$ cat config.mk
export PLATFORM = sky130hd
export DESIGN_NAME = ahb_slave_mux
export DESIGN_NICKNAME = d
export VERILOG_FILES = /design/src/rtl/ahb_pkg.sv /design/src/rtl/ahb_default_slave.sv /design/src/rtl/ahb_slave_mux.sv
export SDC_FILE = /design/constraint.sdc
export NUM_CORES = 1
export LEC_CHECK = 0
export ABC_AREA = 1
export ABC_CLOCK_PERIOD_IN_PS = 2450
export BUFFER_PORTS_ARGS = -buffer_cell sky130_fd_sc_hd__buf_2
export CORE_AREA = 2 2 80 82
export CTS_BUF_LIST = sky130_fd_sc_hd__clkbuf_4 sky130_fd_sc_hd__clkbuf_8 sky130_fd_sc_hd__clkbuf_16
export CTS_CLUSTER_DIAMETER = 200
export DETAILED_ROUTE_END_ITERATION = 6
export DIE_AREA = 0 0 82 84
export GPL_TIMING_DRIVEN = 0
export PLACE_DENSITY = 0.67
export SLEW_MARGIN = 0
export SYNTH_ARGS = -nofsm -noshare
export SYNTH_HDL_FRONTEND = slang
export SYNTH_SLANG_ARGS = --single-unit
$ cat constraint.sdc
create_clock -name hclk -period 2.45 [get_ports hclk]
set_clock_uncertainty 0.2 [all_clocks]
set_input_delay 0.3675 -clock hclk [delete_from_list [all_inputs] [get_ports hclk]]
set_output_delay 0.3675 -clock hclk [all_outputs]
set_load 0.1 [all_outputs]
$ cat src/rtl/ahb_pkg.sv
// Shared AHB-Lite encodings, slave indices and response-side state types for the SOPC fabric.
package ahb_pkg;

    localparam logic [1:0] HTRANS_IDLE   = 2'b00;
    localparam logic [1:0] HTRANS_BUSY   = 2'b01;
    localparam logic [1:0] HTRANS_NONSEQ = 2'b10;
    localparam logic [1:0] HTRANS_SEQ    = 2'b11;

    localparam logic HRESP_OKAY  = 1'b0;
    localparam logic HRESP_ERROR = 1'b1;

    localparam int SLV_RAM = 0;
    localparam int SLV_PIO = 1;
    localparam int SLV_APB = 2;

    typedef enum logic [1:0] {
        DS_IDLE = 2'b00,
        DS_ERR1 = 2'b01,
        DS_ERR2 = 2'b10
    } ds_state_e;

    // Who owns the current data phase: nobody, a decoded slave, or the default slave.
    typedef enum logic [1:0] {
        OWN_NONE = 2'b00,
        OWN_SLV  = 2'b01,
        OWN_DFLT = 2'b10
    } own_kind_e;

endpackage

$ cat src/rtl/ahb_default_slave.sv
// Default slave: answers every accepted unmapped NONSEQ/SEQ transfer with the two-cycle AHB ERROR response.
module ahb_default_slave
    import ahb_pkg::*;
(
    input  logic hclk,
    input  logic hreset,
    input  logic sel_dflt,
    input  logic hready,
    output logic hreadyout,
    output logic hresp
);

    ds_state_e r_state;
    ds_state_e w_state_nxt;

    // sel_dflt is an address-phase qualifier; only an accepted address (hready=1) starts a response.
    always_comb begin
        w_state_nxt = DS_IDLE;
        case (r_state)
            DS_IDLE: w_state_nxt = (hready && sel_dflt) ? DS_ERR1 : DS_IDLE;
            DS_ERR1: w_state_nxt = DS_ERR2;
            DS_ERR2: w_state_nxt = (hready && sel_dflt) ? DS_ERR1 : DS_IDLE;
            default: w_state_nxt = DS_IDLE;
        endcase
    end

    always_ff @(posedge hclk or posedge hreset) begin
        if (hreset) begin
            r_state <= DS_IDLE;
        end else begin
            r_state <= w_state_nxt;
        end
    end

    always_comb begin
        hreadyout = 1'b1;
        hresp     = HRESP_OKAY;
        case (r_state)
            DS_ERR1: begin
                hreadyout = 1'b0;
                hresp     = HRESP_ERROR;
            end
            DS_ERR2: begin
                hreadyout = 1'b1;
                hresp     = HRESP_ERROR;
            end
            default: begin
                hreadyout = 1'b1;
                hresp     = HRESP_OKAY;
            end
        endcase
    end

endmodule

$ cat src/rtl/ahb_slave_mux.sv
// AHB-Lite response mux: registers the address-phase owner and routes that slave's response to the master.
// Optional error log enabled by defining AHB_SLAVE_MUX_ERRLOG_EN.
module ahb_slave_mux
    import ahb_pkg::*;
#(
    parameter int              NSLV          = 3,
    parameter int              DW            = 32,
    parameter logic [DW-1:0]   DEFAULT_RDATA = '0
) (
    input  logic                 hclk,
    input  logic                 hreset,
    input  logic [NSLV-1:0]      hsel,
    input  logic [1:0]           htrans,
    input  logic [31:0]          haddr,
    input  logic [NSLV*DW-1:0]   hrdata_s,
    input  logic [NSLV-1:0]      hreadyout_s,
    input  logic [NSLV-1:0]      hresp_s,
    output logic [DW-1:0]        hrdata,
    output logic                 hready,
    output logic                 hresp,
    input  logic                 err_clr,
    output logic                 err_valid,
    output logic [31:0]          err_addr
);

    localparam int IW = (NSLV > 1) ? $clog2(NSLV) : 1;

    own_kind_e   r_own_kind;
    logic [IW-1:0] r_own_idx;

    own_kind_e   w_nxt_kind;
    logic [IW-1:0] w_nxt_idx;
    logic        w_xfer;
    logic        w_sel_dflt;
    logic [DW-1:0] w_hrdata;
    logic        w_hready;
    logic        w_hresp;
    logic        w_ds_hreadyout;
    logic        w_ds_hresp;

    assign w_xfer     = (htrans == HTRANS_NONSEQ) || (htrans == HTRANS_SEQ);
    assign w_sel_dflt = !(|hsel) && w_xfer;

    // Walk downwards so the lowest set hsel bit wins if the decoder ever asserts several.
    always_comb begin
        w_nxt_kind = OWN_NONE;
        w_nxt_idx  = '0;
        for (int i = NSLV - 1; i >= 0; i--) begin
            if (hsel[i]) begin
                w_nxt_kind = OWN_SLV;
                w_nxt_idx  = IW'(i);
            end
        end
        if (w_sel_dflt) begin
            w_nxt_kind = OWN_DFLT;
        end
    end

    always_ff @(posedge hclk or posedge hreset) begin
        if (hreset) begin
            r_own_kind <= OWN_NONE;
            r_own_idx  <= '0;
        end else if (w_hready) begin
            r_own_kind <= w_nxt_kind;
            r_own_idx  <= w_nxt_idx;
        end
    end

    ahb_default_slave u_dflt (
        .hclk      (hclk),
        .hreset    (hreset),
        .sel_dflt  (w_sel_dflt),
        .hready    (w_hready),
        .hreadyout (w_ds_hreadyout),
        .hresp     (w_ds_hresp)
    );

    // No owner means the previous address was IDLE/BUSY: zero-wait OKAY.
    always_comb begin
        w_hrdata = DEFAULT_RDATA;
        w_hready = 1'b1;
        w_hresp  = HRESP_OKAY;
        case (r_own_kind)
            OWN_SLV: begin
                for (int i = 0; i < NSLV; i++) begin
                    if (r_own_idx == IW'(i)) begin
                        w_hrdata = hrdata_s[i*DW +: DW];
                        w_hready = hreadyout_s[i];
                        w_hresp  = hresp_s[i];
                    end
                end
            end
            OWN_DFLT: begin
                w_hready = w_ds_hreadyout;
                w_hresp  = w_ds_hresp;
            end
            default: begin
                w_hrdata = DEFAULT_RDATA;
                w_hready = 1'b1;
                w_hresp  = HRESP_OKAY;
            end
        endcase
    end

    assign hrdata = w_hrdata;
    assign hready = w_hready;
    assign hresp  = w_hresp;

`ifdef AHB_SLAVE_MUX_ERRLOG_EN
    logic [31:0] r_addr_dp;
    logic [31:0] r_err_addr;
    logic        r_err_valid;

    // Address of the transfer currently in its data phase; follows the owner register.
    always_ff @(posedge hclk) begin
        if (w_hready) begin
            r_addr_dp <= haddr;
        end
    end

    always_ff @(posedge hclk or posedge hreset) begin
        if (hreset) begin
            r_err_valid <= 1'b0;
            r_err_addr  <= '0;
        end else if (w_hready && (w_hresp == HRESP_ERROR) && !r_err_valid) begin
            r_err_valid <= 1'b1;
            r_err_addr  <= r_addr_dp;
        end else if (err_clr) begin
            r_err_valid <= 1'b0;
            r_err_addr  <= '0;
        end
    end

    assign err_valid = r_err_valid;
    assign err_addr  = r_err_addr;
`else
    logic w_unused_errlog;
    assign w_unused_errlog = ^{haddr, err_clr};
    assign err_valid       = 1'b0;
    assign err_addr        = '0;
`endif

`ifndef SYNTHESIS
    a_hsel_onehot: assert property (@(posedge hclk) disable iff (hreset) w_hready |-> $onehot0(hsel))
        else $error("ahb_slave_mux: multiple hsel bits asserted: %b", hsel);
`endif

endmodule

==> run metrics <==
synthesized area 1634 µm²; critical path arrival 1.73 ns; GRT Residual Overflow 0; critical path class flip-flop to output port; CTS root buf clkbuf_8; vias per cell 4.038; Die Wd 82 µm; Die ar. 6888 µm²; Final Hold Fails 0; status complete, no violations; commonest non-fill, non-tap cell in the layout nand2_1; Final setup viols 0; pre-CTS setup slack -0.08249 ns; Rows 29; final worst path period share 0.9359; filler cell count 659; synth warn 0; Crit path required time 1.88 ns; Yosys reg bits 6; PortBufs 141; GRT Resource Usage Total 0.1414; element type at the critical path end output port; Top Ports 209; commonest cells after routing, fill and taps aside nand2_1, buf_2, buf_4; WL per Instance 9.396 µm; Antenna Nets Post-Route 0; Slew Limit Fails 0; syn_area_per_cell 5.483 µm²; Seq/Total Area, Yosys 0.09188; initial antenna violation count 0; CTS tree built; core region area 6096 µm²; max_cap viols 0; Final HPWL DP 4271 µm; final worst path period need 2.293 ns; largest net degree at the start of global routing 11; post-CTS setup buffers 0; number of CTS-inserted buffers 3; final WL 5177 µm; Layout area overhead 65.47%; Residual DRC 0; Min-Delay Path Class input pin to flip-flop; CP Max Fanout 7; n_diodes 0; RSZ-0062 raised after global routing false; setup ws final 0.1570 ns; share of cells above drive strength 1 0.4599; CTS Buffer Depth 2; initial DRC count 42; Final GP Congestion 0.7034; Initial Util 0.2681; DR vias 2,225; Sinks on Clock Net 6; Setup crit start kind flip-flop; first-pass GRT wire length 8045 µm; Yosys cell types 20; fmax 436.1 MHz; Clock Latency Late Sink 0.22 ns; Die Y 84 µm; nets 624; CTS H-tree depth 1; Syn Inst Count 298; number of global-route vias before repair 1,900; first-pass iteration count of the detailed router 4; clock transition time at the flip-flop clock pins of the worst setup and hold paths 0.03 ns
## path summary, 6_finish.rpt
| check | start | end | slack [ns] | depth (start not counted) |
|---|---|---|---|---|
| worst max-delay path | r_own_idx[1]$_DFFE_PP0P_ | hready | 0.16 | 6 |
| min in group asynchronous | hreset | r_own_kind[0]$_DFFE_PP0P_ | 0.40 | 3 |
| worst min-delay path | hsel[0] | r_own_idx[0]$_DFFE_PP0P_ | 0.23 | 4 |
| worst min register to register | r_own_kind[0]$_DFFE_PP0P_ | r_own_kind[0]$_DFFE_PP0P_ | 0.34 | 2 |
| max in group asynchronous | hreset | r_own_kind[1]$_DFFE_PP0P_ | 1.46 | 3 |
| worst max register to register | r_own_kind[0]$_DFFE_PP0P_ | r_own_kind[1]$_DFFE_PP0P_ | 0.88 | 6 |
## critical path, stage by stage (launching register included)
cell and delay, ns:
dfrtp_1 0.47, nor2_4 0.24, nand2_1 0.07, nand3_1 0.09
nand2_2 0.09, nand2_2 0.10, buf_2 0.43
## sequential cells by signal, indices dropped and copies added, names as in the netlist
signal and flops:
u_dflt.r_state 2, r_own_idx 2, r_own_kind 2
## metal layers
| layer | part of all wire | GRT usage | up-vias | routed length, µm |
|---|---|---|---|---|
| met1 | 0.39 | 0.1612 | 954 | 1994 |
| met3 | 0.083 | 0.01623 | 4 | 428 |
| met4 | 0.0060 | 0.03030 | 0 | 31 |
| li1 | - | - | 1174 | - |
| met5 | 0 | 0 | - | 0 |
| met2 | 0.53 | 0.2712 | 93 | 2722 |
## through the flow
stage	utilization	instance area, µm²	setup TNS (ns)	std cells	hold slack, ns
6_report	0.4436	2704	0	551	0.2292
5_1_grt	0.4436	2704	0	551	0.2475
4_1_cts	0.4405	2685	0	551	0.2229
3_5_place_dp	0.4200	2560	-0.8025	548	0.08779
3_3_place_gp	0.4200	2560	-0.7524	548	0.07900
2_1_floorplan	-	1758	0	330	-0.04154
## layout make-up
cell class / count / area, µm² / share of cell area
Sequential cell: 6 / 150.1 / 0.05553
Inverter: 43 / 161.4 / 0.05969
Clock buffer: 3 / 41.29 / 0.01527
Buffer: 45 / 359.1 / 0.1328
Tap cell: 77 / 96.34 / 0.03563
Timing Repair Buffer: 142 / 795.8 / 0.2943
Multi-Input combinational cell: 235 / 1100 / 0.4068
## cell usage after synthesis (all sizes together)
| library cell | instances | share of area |
|---|---|---|
| clkbuf | 2 | 0.0046 |
| a21oi | 2 | 0.0061 |
| o21ai | 1 | 0.0031 |
| nor2 | 7 | 0.030 |
| inv | 43 | 0.099 |
| nor3 | 1 | 0.0031 |
| conb | 1 | 0.0023 |
| o21bai | 1 | 0.0046 |
| nand2 | 145 | 0.35 |
| ha | 6 | 0.046 |
| dfrtp | 6 | 0.092 |
| nand3 | 39 | 0.15 |
| buf | 44 | 0.21 |
## what timing repair did
action	CTS	global route
hold buffers	1	0
endpoints found under the hold margin	6	0
pin swaps	0	0
endpoints found under the setup margin	30	16
resized for setup	32	7
## cells by family after synthesis
| group | count (synthesis) | synth area share |
|---|---|---|
| simple gates | 192 | 0.5314 |
| buf+inv | 89 | 0.3147 |
| fa+ha+maj | 6 | 0.04594 |
| flops | 6 | 0.09188 |
| compound gates | 4 | 0.01378 |
| other cells | 1 | 0.002295 |
Power is not shown: default switching activity piles up to over one toggle a cycle in this logic, so the estimate is an artifact.
